<file path="src/rtl/sync_pulse_gen.sv">
// rtl/sync_pulse_gen.sv - trigger-to-pulse delay/width/hold-off sequencer
// Synchronizes trig, waits drt cycles, emits a width-cycle pulse, then holds off HOLDOFF cycles.
module sync_pulse_gen #(
  parameter int HOLDOFF = 16,
  parameter int CNT_W   = 32
) (
  input  logic             clk_gen,
  input  logic             rst,
  input  logic             en,
  input  logic             trig,
  input  logic [CNT_W-1:0] drt,
  input  logic [7:0]       width,
  output logic             pulse,
  output logic             busy,
  output logic             done,
  output logic             missed
);

  typedef enum logic [1:0] {
    IDLE  = 2'd0,
    DELAY = 2'd1,
    PULSE = 2'd2,
    HOLD  = 2'd3
  } state_t;

  localparam logic [CNT_W-1:0] ONE       = CNT_W'(1);
  localparam logic [CNT_W-1:0] HOLD_LOAD = (HOLDOFF > 0) ? CNT_W'(HOLDOFF - 1) : '0;

  state_t           state;
  state_t           state_n;
  logic [CNT_W-1:0] cnt;
  logic [CNT_W-1:0] cnt_n;
  logic [7:0]       w_lat;
  logic [7:0]       w_lat_n;
  logic [7:0]       w_sel;
  logic             done_n;
  logic             pulse_n;
  logic             enter_pulse;
  logic             enter_finish;
  logic             s1;
  logic             s2;
  logic             s3;
  logic             trig_edge;

  // s1/s2 resolve metastability; s3 only delays s2 for edge detection.
  always_ff @(posedge clk_gen or posedge rst) begin
    if (rst) begin
      s1 <= 1'b0;
      s2 <= 1'b0;
      s3 <= 1'b0;
    end else begin
      s1 <= trig;
      s2 <= s1;
      s3 <= s2;
    end
  end

  assign trig_edge = s2 & ~s3;

  always_ff @(posedge clk_gen or posedge rst) begin
    if (rst) begin
      state  <= IDLE;
      cnt    <= '0;
      w_lat  <= '0;
      pulse  <= 1'b0;
      done   <= 1'b0;
      missed <= 1'b0;
    end else begin
      state  <= state_n;
      cnt    <= cnt_n;
      w_lat  <= w_lat_n;
      pulse  <= pulse_n;
      done   <= done_n;
      missed <= missed | (trig_edge & (state != IDLE));
    end
  end

  always_comb begin
    state_n      = state;
    cnt_n        = cnt;
    w_lat_n      = w_lat;
    w_sel        = w_lat;
    done_n       = 1'b0;
    enter_pulse  = 1'b0;
    enter_finish = 1'b0;

    case (state)
      IDLE: begin
        if (trig_edge) begin
          w_lat_n = width;
          w_sel   = width;
          if (drt != '0) begin
            state_n = DELAY;
            cnt_n   = drt - ONE;
          end else begin
            enter_pulse = 1'b1;
          end
        end
      end
      DELAY: begin
        if (cnt == '0) enter_pulse = 1'b1;
        else           cnt_n = cnt - ONE;
      end
      PULSE: begin
        if (cnt == '0) enter_finish = 1'b1;
        else           cnt_n = cnt - ONE;
      end
      HOLD: begin
        if (cnt == '0) begin
          state_n = IDLE;
          done_n  = 1'b1;
        end else begin
          cnt_n = cnt - ONE;
        end
      end
      default: begin
        state_n = IDLE;
        cnt_n   = '0;
      end
    endcase

    // A zero width skips the pulse entirely and falls through to hold-off.
    if (enter_pulse) begin
      if (w_sel != 8'd0) begin
        state_n = PULSE;
        cnt_n   = CNT_W'(w_sel - 8'd1);
      end else begin
        enter_finish = 1'b1;
      end
    end

    if (enter_finish) begin
      if (HOLDOFF == 0) begin
        state_n = IDLE;
        cnt_n   = '0;
        done_n  = 1'b1;
      end else begin
        state_n = HOLD;
        cnt_n   = HOLD_LOAD;
      end
    end

    // Disable aborts silently: no done, counter parked at zero.
    if (!en) begin
      state_n = IDLE;
      cnt_n   = '0;
      done_n  = 1'b0;
    end

    pulse_n = (state_n == PULSE);
  end

  assign busy = (state != IDLE);

endmodule

</file>
<file path="config.mk">
export PLATFORM = sky130hd
export DESIGN_NAME = sync_pulse_gen
export DESIGN_NICKNAME = d
export VERILOG_FILES = /design/src/rtl/sync_pulse_gen.sv
export SDC_FILE = /design/constraint.sdc
export NUM_CORES = 1
export LEC_CHECK = 0
export CAP_MARGIN = 0
export CORE_MARGIN = 3
export CORE_UTILIZATION = 35
export CTS_BUF_LIST = sky130_fd_sc_hd__clkbuf_8
export CTS_CLUSTER_SIZE = 20
export DETAILED_ROUTE_END_ITERATION = 6
export MAX_ROUTING_LAYER = met4
export PLACE_DENSITY_LB_ADDON = 0.25
export SYNTH_ARGS = -nofsm -noshare
export SYNTH_HDL_FRONTEND = slang
export SYNTH_SLANG_ARGS = --single-unit
</file>
<file path="constraint.sdc">
create_clock -name clk_gen -period 9.9 [get_ports clk_gen]
set_input_delay 0.99 -clock clk_gen [delete_from_list [all_inputs] [get_ports clk_gen]]
set_output_delay 0.99 -clock clk_gen [all_outputs]
set_load 0.05 [all_outputs]
</file>
# Word level (Yosys, flattened, before mapping)
# Index checks and enable logic that the tools add are counted.
# op_classes
addsub	3
mul	0
div	0
magnitude_cmp	0
n_eq_ne	4
n_shift	0
muxes	27
n_bitwise	4
n_reduce_logical	6
# ops
operator	count
2-to-1 mux 32 bit	7
case mux 32 bit (2 select lines)	1
subtractor 32 x 1 -> 32 bit, second input constant	2
zero test 32 bit	1
nonzero test 32 bit	1
2-to-1 mux 8 bit	2
2-to-1 mux 2 bit	7
subtractor 8 x 1 -> 9 bit, second input constant	1
2-to-1 mux 1 bit	8
nonzero test 8 bit	1
equality test 2 bit, second input constant	3
case mux 2 bit (2 select lines)	1
OR reduction 3 bit	1
bitwise AND 1 bit	2
equality test 2 x 1 -> 1 bit, second input constant	1
zero test 2 bit	1
case mux 1 bit (2 select lines)	1
nonzero test 2 bit	1
inverter 1 bit	1
OR 1 bit	1
# word_totals
ff_bits	48
latch_bits	0
ramBits	0
romBits	0
inputBits	44
out_inout_bits	4
word_cells	53
memories	0

# Depth between registers and ports, before layout
# logic_depth
ltp_word	10
depth_mapped	13
depth_no_buf	11

# Worst setup path after synthesis
# OpenSTA, ideal clock, no wires.
# synth_timing
kind	register to register
startpoint	register state[0]
endpoint	register cnt[3]
setup_time_ns	0.104
arrival_time_ns	3.188
setup_slack_ns	6.608
stages_incl_launch_ff	14
path_buffers	2
synth_period_minus_slack_ns	3.292
cell_sequence	dfrtp_1 inv_1 ha_1 nand3b_1 clkbuf_1 clkbuf_1 mux2i_1 ha_1 inv_1 nor4b_1 a221o_1 a32o_1 nor2_1 a221oi_1
# synth_between
elab_chain_cells	7
# synth_rtl
item	line_no	text
from (decl)	29	state_t state;
from (signal assigned)	69	state <= state_n;
zero test 2 bit (tied with other cells)	87	case (state)
2-to-1 mux 8 bit or OR reduction 3 bit (tied branches)	-	
subtractor 8 x 1 -> 9 bit (tied with other cells)	126	cnt_n = CNT_W'(w_sel - 8'd1);
2-to-1 mux 32 bit or 2-to-1 mux 1 bit (tied branches)	124	if (w_sel != 8'd0) begin
2-to-1 mux 32 bit or 2-to-1 mux 1 bit (tied branches)	123	if (enter_pulse) begin
2-to-1 mux 32 bit *	132	if (enter_finish) begin
2-to-1 mux 32 bit *	144	if (!en) begin
named net cnt_n[3]	32	logic [CNT_W-1:0] cnt_n;
to (signal assigned)	70	cnt <= cnt_n;
to (decl)	31	logic [CNT_W-1:0] cnt;
# The timed path passes the listed nets; every way through them passes the cells marked *.

# Worst setup path in the final report
# layout_timing
startpoint	input drt[4]
endpoint	register cnt[15]
# layout_between
elab_chain_cells	8
# layout_rtl
item	line_no	text
from (decl)	11	input logic [CNT_W-1:0] drt,
subtractor 32 x 1 -> 32 bit or nonzero test 32 bit (tied branches)	94, 92	
2-to-1 mux 32 bit	92	if (drt != '0) begin
2-to-1 mux 32 bit	89	if (trig_edge) begin
case mux 32 bit (2 select lines)	87	
2-to-1 mux 32 bit	124	
2-to-1 mux 32 bit	123	
2-to-1 mux 32 bit *	132	
2-to-1 mux 32 bit *	144	
named net cnt_n[15]	32	
# Marks and branches as above.

==> results.cfg <==
[outcome]
status = finished, final reports clean

[critical_path]
critical_path_class = input port to register
arrival_ns = 4.64
slowest_stage = nor4_1
worstPathMaxFanout = 18
r2r-end = cnt[7]
required_ns = 10.11
r2r_cells = 6
r2r_start = cnt[3]
critPathLaunchType = input port
cp_cell_sequence = clkdlybuf4s50_1 -> nor4_1 -> and3_1 -> nand4_1 -> nand2_1 -> o22ai_1 -> a211oi_1
cp-endpoint = cnt[15]
crit_path_start = drt[4]
slowest_delay_ns = 0.79
critPathCaptureType = register
r2r_setup_slack_ns = 6.27

[synth]
synth_cells = 459
syn_avg_cell_area_um2 = 8.63
synth.area.top_cells = dfrtp_1 30%, xnor2_1 8.6%, nor4_1 4.6%
synth.distinct_cells = 68
synth.most_common_cell = dfrtp_1
synth_warnings = 0
synthArstFlopShare_pct = 100
ys_seq_elements = 48
synth_top_area_share_pct = 30.3
synthTopCellsByCount = 48 x dfrtp_1, 39 x xnor2_1, 29 x nor2_1, 29 x nor4_1, 27 x nor3_1
synth_edf_count = 0
syn_area_um2 = 3960
yosysTopAreaCell = dfrtp_1
synth_nets = 510
ys.flop_type = dfrtp_1
seq_area_frac_synth_pct = 30.3

[clock_network]
clockBufferDepth = 2
cts_tree = yes
cts_resized = 0
cts-htree-levels = 2
root_buffer = clkbuf_8
clkLatencyLatePin_ns = 0.31
post_cts_buffers = 0
cts_buffers = 5
clkTransAtPathRegs_ns = 0.09
cts_hold_buf = 0
cts.sink_count = 48

[finish]
final-seq-area_um2 = 1200
area_growth_pct = 15.9
layout.nets = 541
layout-drive-gt1-share_pct = 7.13
antenna_cells_inserted = 0
nFillCells = 1147
multiInputGateArea_um2 = 2550

[power]
p_switching_uw = 225
p_per_area_nw_per_um2 = 129
peakVddDrop_v = 0.0000641
internal_power_uw = 367
leakage_nw = 1.69
p_comb_share_pct = 37.8
pwr-share-seq_pct = 41.2
power_frac_clock_pct = 21.0
power.share.switching_pct = 38.0

[floorplanning]
io-pin-count = 48
core_um2 = 10900
dieWidth_um = 112
initial_core_util_pct = 36.2
fp-row-count = 38
die_area_um2 = 12600
die_y_um = 112

[placement]
globalplace.congestion = 0.903
io_buffers = 47
dp_hpwl_mm = 9.05

[route]
ant_nets = 0
drt-vias-per-instance = 6.19
wirelength_mm = 12.4
drc = 0
num_vias = 3906
drt_iter0_markers = 283
wl_per_cell_um = 19.7
dr.pass1.iters = 6

[global_routing]
met3_usage_pct = 2.05
grt_first_pass_wirelength_mm = 20.1
overflow = 0
grt_antenna_before_repair = 0
use_met1_pct = 29.3
grt_max_degree = 49
top_usage_layer = met2
grt_usage_pct = 20.3
grt_pass1_vias = 3675
grt.met2_usage_pct = 30.8

[timing]
fin_crit_ns = 4.43
fin_crit_sh_pct = 44.7
drv_slew = 0
skew_ns = 0.00735
hold_slack_ns = 0.359
tightest_slew_ns = 1.24
relSlewSlack_pct = 16.5
rsz0062_at_grt = no
final_hold_viol_count = 0
timing.setup.tns_ns = 0
finalSetupViolations = 0
fmax_mhz = 226

[job]
cap_viol_max_count = 0

[hold_path]
min_path_type = register to register
## cells by family (layout without fill, tap and decap cells)
family	count (synthesis)	in the layout	share of synthesized area, %
simple gates	192	192	28.3
xor+xnor	51	51	11.3
compound gates	108	108	20.7
fa+ha+maj	7	7	2.21
mux	8	8	2.05
buf+inv	45	77	5.18
flops	48	48	30.3
## per-layer routing
| metal | wire [um] | vias to the layer above |
|---|---|---|
| met2 | 5800 | 152 |
| met5 | 0 | - |
| li1 | - | 1827 |
| met3 | 715 | 18 |
| met4 | 194 | 0 |
| met1 | 5730 | 1909 |
## layout by cell type (no fill, tap or decap), types with 4 or more instances in the layout
master / n
a211oi_1: 9
a21oi_1: 13
a221oi_1: 4
a31oi_1: 4
and3_1: 6
buf_4: 4
clkbuf_8: 6
clkdlybuf4s50_1: 47
dfrtp_1: 48
ha_1: 7
inv_1: 19
mux2i_1: 7
nand2_1: 23
nand3_1: 11
nand4_1: 11
nor2_1: 29
nor3_1: 27
nor3_2: 4
nor4_1: 29
o211ai_1: 8
o21ai_0: 12
o221ai_1: 6
o22ai_1: 9
o31a_1: 7
o31ai_1: 5
o41ai_1: 4
or2_2: 5
or3_1: 10
or4_1: 7
or4_4: 6
xnor2_1: 39
xor2_1: 12
## state kept, by name (all words and copies together), names as in the netlist
signal and cells:
s2 1, done 1, pulse 1, s3 1, w_lat 8, missed 1
s1 1, state 2, cnt 32
## power by group through the flow
stage	clock network, mW	logic, mW	registers (mW)
global placement	0	0.218	0.246
finish	0.124	0.224	0.244
CTS	0.129	0.222	0.243
detailed placement	0	0.221	0.247
floorplan	0	0.156	0.243
global route	0.135	0.244	0.248
## final cells by class
class | instances | share of cell area [%]
inverters | 18 | 1.47
clock inverters | 2 | 0.164
clock buffers | 6 | 1.80
multi-input cells | 366 | 55.7
flip-flops and latches | 48 | 26.2
well taps | 140 | 3.82
repair buffers | 51 | 10.9
## worst max-delay path, delay by kind of cell
kind / cells / cell delay (ns)
AO/OA/AOI/OAI: 2 / 0.43
buffers and inverters: 1 / 0.51
AND/OR/NAND/NOR: 4 / 2.70
## how the worst min path moves through the flow
stage,startpoint,to,slack (ns),depth (start not counted)
3_3_place_gp,s1,s2,0.34,0
6_report,s1,s2,0.36,0
5_1_grt,s1,s2,0.38,0
4_1_cts,s1,s2,0.36,0
2_1_floorplan,s1,s2,0.33,0
3_5_place_dp,s1,s2,0.35,0
## per-stage QoR
step           instances  worst slack [ns]  area [um^2]  power, mW  utilization (%)
6_report             631              5.47         4590      0.591             42.0
5_1_grt              631              5.20         4590      0.626             42.0
4_1_cts              631              5.56         4590      0.594             42.0
3_5_place_dp         623              5.20         4500      0.468             41.1
3_3_place_gp         623              5.40         4500      0.464             41.1
2_1_floorplan        459              6.61         3960      0.399                -
(Power assumes the default switching activity.)
